### config.mk
export PLATFORM = sky130hd
export DESIGN_NAME = sprite_fetch_ctrl
export DESIGN_NICKNAME = d
export VERILOG_FILES = /design/src/rtl/ppu_pkg.sv /design/src/rtl/sprite_pt_addr_gen.sv /design/src/rtl/sprite_fetch_ctrl.sv
export SDC_FILE = /design/constraint.sdc
export NUM_CORES = 1
export LEC_CHECK = 0
export CORE_UTILIZATION = 45
export DETAILED_ROUTE_END_ITERATION = 10
export MAX_ROUTING_LAYER = met4
export PLACE_DENSITY = 0.91
export SYNTH_ARGS = -nofsm -noshare
export SYNTH_HDL_FRONTEND = slang
export SYNTH_SLANG_ARGS = --single-unit
### constraint.sdc
create_clock -name clk -period 4.35 [get_ports clk]
set_input_delay 0.435 -clock clk [delete_from_list [all_inputs] [get_ports clk]]
set_output_delay 0.435 -clock clk [all_outputs]
set_load 0.005 [all_outputs]
### src/rtl/ppu_pkg.sv
// Shared PPU sprite-fetch definitions: per-slot phase encoding, fetch FSM
// states and default sizing for the sprite fetch controller.
package ppu_pkg;

  localparam int unsigned NUM_SLOTS_DEF = 8;
  localparam int unsigned PT_ADDR_W_DEF = 14;

  // Tile fetched for empty slots so timing and memory traffic stay constant
  localparam logic [7:0] EMPTY_TILE = 8'hFF;

  typedef enum logic [2:0] {
    PH_Y        = 3'd0,
    PH_TILE     = 3'd1,
    PH_ATTR     = 3'd2,
    PH_X        = 3'd3,
    PH_PT0_ADDR = 3'd4,
    PH_PT0_DATA = 3'd5,
    PH_PT1_ADDR = 3'd6,
    PH_PT1_DATA = 3'd7
  } fetch_phase_e;

  typedef enum logic [1:0] {
    ST_IDLE  = 2'd0,
    ST_FETCH = 2'd1,
    ST_DONE  = 2'd2
  } fetch_state_e;

endpackage

### src/rtl/sprite_pt_addr_gen.sv
// Sprite row / vertical-flip / pattern address generation.
// Define SPRITE_8X16_EN to honour sprite_size (8x16 sprites); default is 8x8 only.
module sprite_pt_addr_gen
  import ppu_pkg::*;
#(
  parameter int unsigned PT_ADDR_W = PT_ADDR_W_DEF
) (
  input  logic [7:0]           scanline,
  input  logic [7:0]           y,
  input  logic [7:0]           tile,
  input  logic                 vflip,
  input  logic                 sprite_size,
  input  logic                 spr_pt_sel,
  input  logic                 plane,
  input  logic                 live,
  output logic [PT_ADDR_W-1:0] addr
);

  logic [7:0]  row_raw;
  logic [7:0]  row;
  logic [7:0]  tile_eff;
  logic [13:0] addr14;
  logic        unused_bits;

  always_comb begin
    row_raw  = scanline - y;
    tile_eff = live ? tile : EMPTY_TILE;
`ifdef SPRITE_8X16_EN
    row    = live ? (row_raw ^ (vflip ? (sprite_size ? 8'h0F : 8'h07) : 8'h00)) : '0;
    // 8x16: tile bit 0 selects the table, row bit 3 selects the lower tile
    addr14 = sprite_size ? {1'b0, tile_eff[0], tile_eff[7:1], row[3], plane, row[2:0]}
                         : {1'b0, spr_pt_sel, tile_eff, plane, row[2:0]};
`else
    row    = live ? (row_raw ^ (vflip ? 8'h07 : 8'h00)) : '0;
    addr14 = {1'b0, spr_pt_sel, tile_eff, plane, row[2:0]};
`endif
    addr = PT_ADDR_W'(addr14);
  end

`ifdef SPRITE_8X16_EN
  assign unused_bits = ^row[7:4];
`else
  assign unused_bits = ^{row[7:3], sprite_size};
`endif

endmodule

### src/rtl/sprite_fetch_ctrl.sv
// Per-line sprite fetch sequencer: 8 dots per slot reading secondary OAM and
// two pattern planes. Optional SPRITE_8X16_EN enables 8x16 sprite addressing.
module sprite_fetch_ctrl
  import ppu_pkg::*;
#(
  parameter int unsigned NUM_SLOTS = NUM_SLOTS_DEF,
  parameter int unsigned PT_ADDR_W = PT_ADDR_W_DEF
) (
  input  logic                 clk,
  input  logic                 rst,
  input  logic                 fetch_start,
  input  logic [7:0]           scanline,
  input  logic [3:0]           sprite_count,
  input  logic                 sprite_size,
  input  logic                 spr_pt_sel,
  output logic [4:0]           soam_addr,
  input  logic [7:0]           soam_din,
  output logic [PT_ADDR_W-1:0] pt_addr,
  output logic                 pt_rd,
  output logic [NUM_SLOTS-1:0] slot_attr_ld,
  output logic [NUM_SLOTS-1:0] slot_x_ld,
  output logic [NUM_SLOTS-1:0] slot_pattern0_ld,
  output logic [NUM_SLOTS-1:0] slot_pattern1_ld,
  output logic [NUM_SLOTS-1:0] slot_valid,
  output logic                 fetch_busy,
  output logic                 fetch_done
);

  localparam logic [2:0] LAST_SLOT = 3'(NUM_SLOTS - 1);

  fetch_state_e         state, state_n;
  fetch_phase_e         phase;
  logic [2:0]           slot;
  logic [7:0]           y_q;
  logic [7:0]           tile_q;
  logic                 vflip_q;
  logic [NUM_SLOTS-1:0] slot_valid_q;
  logic [NUM_SLOTS-1:0] slot_oh;
  logic [3:0]           cnt_eff;
  logic                 slot_live;
  logic                 last_cycle;
  logic [PT_ADDR_W-1:0] gen_addr;

  assign cnt_eff    = (sprite_count > 4'd8) ? 4'd8 : sprite_count;
  assign slot_live  = ({1'b0, slot} < cnt_eff);
  assign slot_oh    = NUM_SLOTS'(1) << slot;
  assign last_cycle = (phase == PH_PT1_DATA) && (slot == LAST_SLOT);
  assign slot_valid = slot_valid_q;

  sprite_pt_addr_gen #(
    .PT_ADDR_W (PT_ADDR_W)
  ) u_addr_gen (
    .scanline    (scanline),
    .y           (y_q),
    .tile        (tile_q),
    .vflip       (vflip_q),
    .sprite_size (sprite_size),
    .spr_pt_sel  (spr_pt_sel),
    .plane       (phase[1]),
    .live        (slot_live),
    .addr        (gen_addr)
  );

  always_ff @(posedge clk) begin
    if (!rst) begin
      state        <= ST_IDLE;
      phase        <= PH_Y;
      slot         <= '0;
      y_q          <= '0;
      tile_q       <= '0;
      vflip_q      <= 1'b0;
      slot_valid_q <= '0;
    end else begin
      state <= state_n;
      if (fetch_start) begin
        phase <= PH_Y;
        slot  <= '0;
      end else if (state == ST_FETCH) begin
        phase <= fetch_phase_e'(phase + 3'd1);
        if (phase == PH_PT1_DATA)
          slot <= (slot == LAST_SLOT) ? '0 : slot + 3'd1;
        // soam_din lags soam_addr by one cycle, so each byte lands a phase late
        case (phase)
          PH_TILE:     y_q                <= soam_din;
          PH_ATTR:     tile_q             <= soam_din;
          PH_X:        vflip_q            <= soam_din[7];
          PH_PT1_DATA: slot_valid_q[slot] <= slot_live;
          default: ;
        endcase
      end
    end
  end

  always_comb begin
    state_n          = state;
    soam_addr        = '0;
    pt_addr          = '0;
    pt_rd            = 1'b0;
    slot_attr_ld     = '0;
    slot_x_ld        = '0;
    slot_pattern0_ld = '0;
    slot_pattern1_ld = '0;
    fetch_busy       = 1'b0;
    fetch_done       = 1'b0;

    case (state)
      ST_IDLE:  if (fetch_start) state_n = ST_FETCH;
      ST_FETCH: if (!fetch_start && last_cycle) state_n = ST_DONE;
      ST_DONE:  state_n = fetch_start ? ST_FETCH : ST_IDLE;
      default:  state_n = ST_IDLE;
    endcase

    if (state == ST_FETCH) begin
      fetch_busy = 1'b1;
      if (!phase[2])
        soam_addr = {slot, phase[1:0]};
      case (phase)
        PH_X:        slot_attr_ld     = slot_oh;
        PH_PT0_ADDR: begin
          slot_x_ld = slot_oh;
          pt_rd     = 1'b1;
        end
        PH_PT0_DATA: slot_pattern0_ld = slot_oh;
        PH_PT1_ADDR: pt_rd            = 1'b1;
        PH_PT1_DATA: slot_pattern1_ld = slot_oh;
        default: ;
      endcase
      if (pt_rd)
        pt_addr = gen_addr;
    end

    if (state == ST_DONE)
      fetch_done = 1'b1;
  end

endmodule

==> results_dict.tcl <==
set metrics [dict create \
    outcome "finished clean" \
    syn-cell-area_sq_um 1940 \
    numCtsBuffers 3 \
    root_buffer "clkbuf_8" \
    synth.most_common_cell "nor2_1" \
    synth-seq-area-share_pct 28.9 \
    ys_seq_elements 28 \
    avgSynthCellArea_sq_um 8.02 \
    drt-pass1-iter-count 5 \
    yosysTopAreaCellShare_pct 28.9 \
    viasPerCell 5.34 \
    postPlaceCellArea_sq_um 2710 \
    diodes 0 \
    synth_ff_type "dfxtp_1" \
    cp.arrival_ps 2810 \
    fin_setup_tns_ps 0 \
    portBuffers 79 \
    slew_headroom_pct 63.8 \
    vias 1927 \
    path_clk_slew_ps 100 \
    routedWlPerCell_microns 12.9 \
    dieWidth_microns 67.7 \
    cts_sinks 28 \
    globalplace.congestion 0.772 \
    vdd_ir_drop_max_uv 173 \
    dp_slack_ps 1110 \
    clock_tree.buffer_depth 2 \
    syn2layout_area_growth_pct 43.4 \
    synth_top_area_cell "dfxtp_1" \
    finalSetupViolCount 0 \
    die_y_microns 67.7 \
    syn_inst 242 \
    regArea_sq_um 561 \
    crit_required_ps 3910 \
    synth.area.top_cells "dfxtp_1, ha_1, nor2_1" \
    path_max_fanout 11 \
    nNetsFinal 353 \
    switching_share_pct 21.8 \
    grt_overflow_total 0 \
    skew_ps 5.77 \
    synthTopCellsByCount "nor2_1, dfxtp_1, nand2_1" \
    cts_setup_buffers 0 \
    grt_max_degree 26 \
    power.share.combinational_pct 10.9 \
    hold_slack_ps 468 \
    drc 0 \
    leakage_nw 1.06 \
    endpoint_kind "output port" \
    p_int_uw 410 \
    grt_pass1_wl_microns 7650 \
    core_sq_um 4060 \
    rsz0062_at_grt "false" \
    cts_tree "done" \
    post_cts_resized 0 \
    io_pins 87 \
    ctsHtreeMaxLevel 1 \
    ys_warn_count 0 \
    cts_hold_buf 0 \
    postSynth.asyncResetShare_pct 0 \
    dp_hpwl_microns 3570 \
    instances_no_fill 361 \
    total_power_uw 525 \
    die_area_sq_um 4580 \
    antenna_found_initial 0 \
    grt_usage_pct 22.1 \
    p_sw_uw 114 \
    multiInputGateArea_sq_um 1240 \
    pwr-share-seq_pct 49.8 \
    hold_class "flop to flop" \
    critPathKind "input pin to output port" \
    antenna_left 0 \
    finalInstanceArea_sq_um 2780 \
    setup_ws_ps 1100 \
    finalCritPeriodShare_pct 74.7 \
    clkPwrFrac_pct 39.3 \
    routed_wl_microns 4670 \
    ys_types 43 \
    reg2reg_slack_ps 2340 \
    dp_cells 357 \
    clock.fmax_mhz 308 \
    drive_gt1_share_pct 5.14 \
    clk_latency_ps 270 \
    startpoint_type "input pin" \
    nFillCells 339 \
    synth_edf_count 0 \
    start_util_pct 47.8 \
    grt_pass1_vias 1820 \
    powerDensity_nw_per_um2 189 \
    worstMarginPinSlew_ps 542 \
    cap_violations 0 \
    min_period_ps 3250 \
    drv_slew 0 \
    core.rowCount 23 \
    drt-initial-drc-count 76 \
    postLayoutCoreUtil_pct 68.6 \
    synth_fp_nets 283 \
    hold_violations 0 \
]
-- routing by layer --
metal	track usage [%]	share of wire, %
met2	41.3	50
met4	3.72	0.60
met5	-	0
met1	24.0	42
met3	4.39	7.1
-- power by group through the flow --
stage / clock, mW / sequential, mW / combinational, mW
after CTS: 0.206 / 0.261 / 0.0575
final: 0.206 / 0.261 / 0.0571
after global placement: 0 / 0.267 / 0.0557
after global routing: 0.219 / 0.262 / 0.0623
after floorplan: 0 / 0.265 / 0.0350
after detailed placement: 0 / 0.267 / 0.0571
-- cell usage in the layout (no fill, tap or decap), types with 2 or more instances in the layout --
master	instances
nor2_1	30
xor2_1	2
a311oi_1	4
xnor2_1	4
ha_1	15
a211oi_1	6
and3_1	15
nand3_1	15
inv_1	12
nand2_1	25
nor2b_1	5
nand2b_1	3
o21ai_0	6
o21ba_1	3
nor2b_4	2
and2b_1	3
a21oi_2	3
nor3_1	4
clkbuf_8	3
dfxtp_1	28
a21oi_1	10
clkdlybuf4s50_1	79
and2_1	7
o21a_1	8
-- worst max-delay path: stages --
cell,delay [ps]
clkdlybuf4s50_1,460
nand2b_1,180
ha_1,290
o21ai_2,70
a211oi_4,470
buf_4,270
o21a_1,130
clkdlybuf4s50_1,500
-- layout make-up --
type,instances,share of cell area [%]
clock buffers,3,1.48
clock inverters,1,1.08
inverters,13,1.84
multi-input cells,186,44.5
flip-flops and latches,28,20.1
well taps,50,2.25
repair buffers,80,28.7
-- kinds of logic (layout without fill, tap and decap cells) --
kind of cell	Yosys count	count (layout)	share of synthesized area, %
AND/OR/NAND/NOR	116	116	32.3
multiplexers	1	1	0.516
adder cells (fa/ha/maj)	16	16	10.7
buffers and inverters	28	97	7.29
AO/OA/AOI/OAI	46	46	17.4
XOR/XNOR	6	6	2.71
other	1	1	0.193
flip-flops	28	28	28.9
-- path summary, 6_finish.rpt --
check                        from            end  cells past startpoint
setup / recovery  sprite_count[3]     pt_addr[5]                      8
hold / removal          tile_q[6]      tile_q[6]                      2
setup reg to reg         phase[0]  slot_valid[6]                      5
hold reg to reg         tile_q[6]      tile_q[6]                      2
-- state kept, by name (all words and copies together) (netlist names) --
name / count
slot: 3
state: 2
vflip_q: 1
phase: 3
slot_valid: 8
y_q: 3
tile_q: 8
Power figures use the tool's default switching activity.
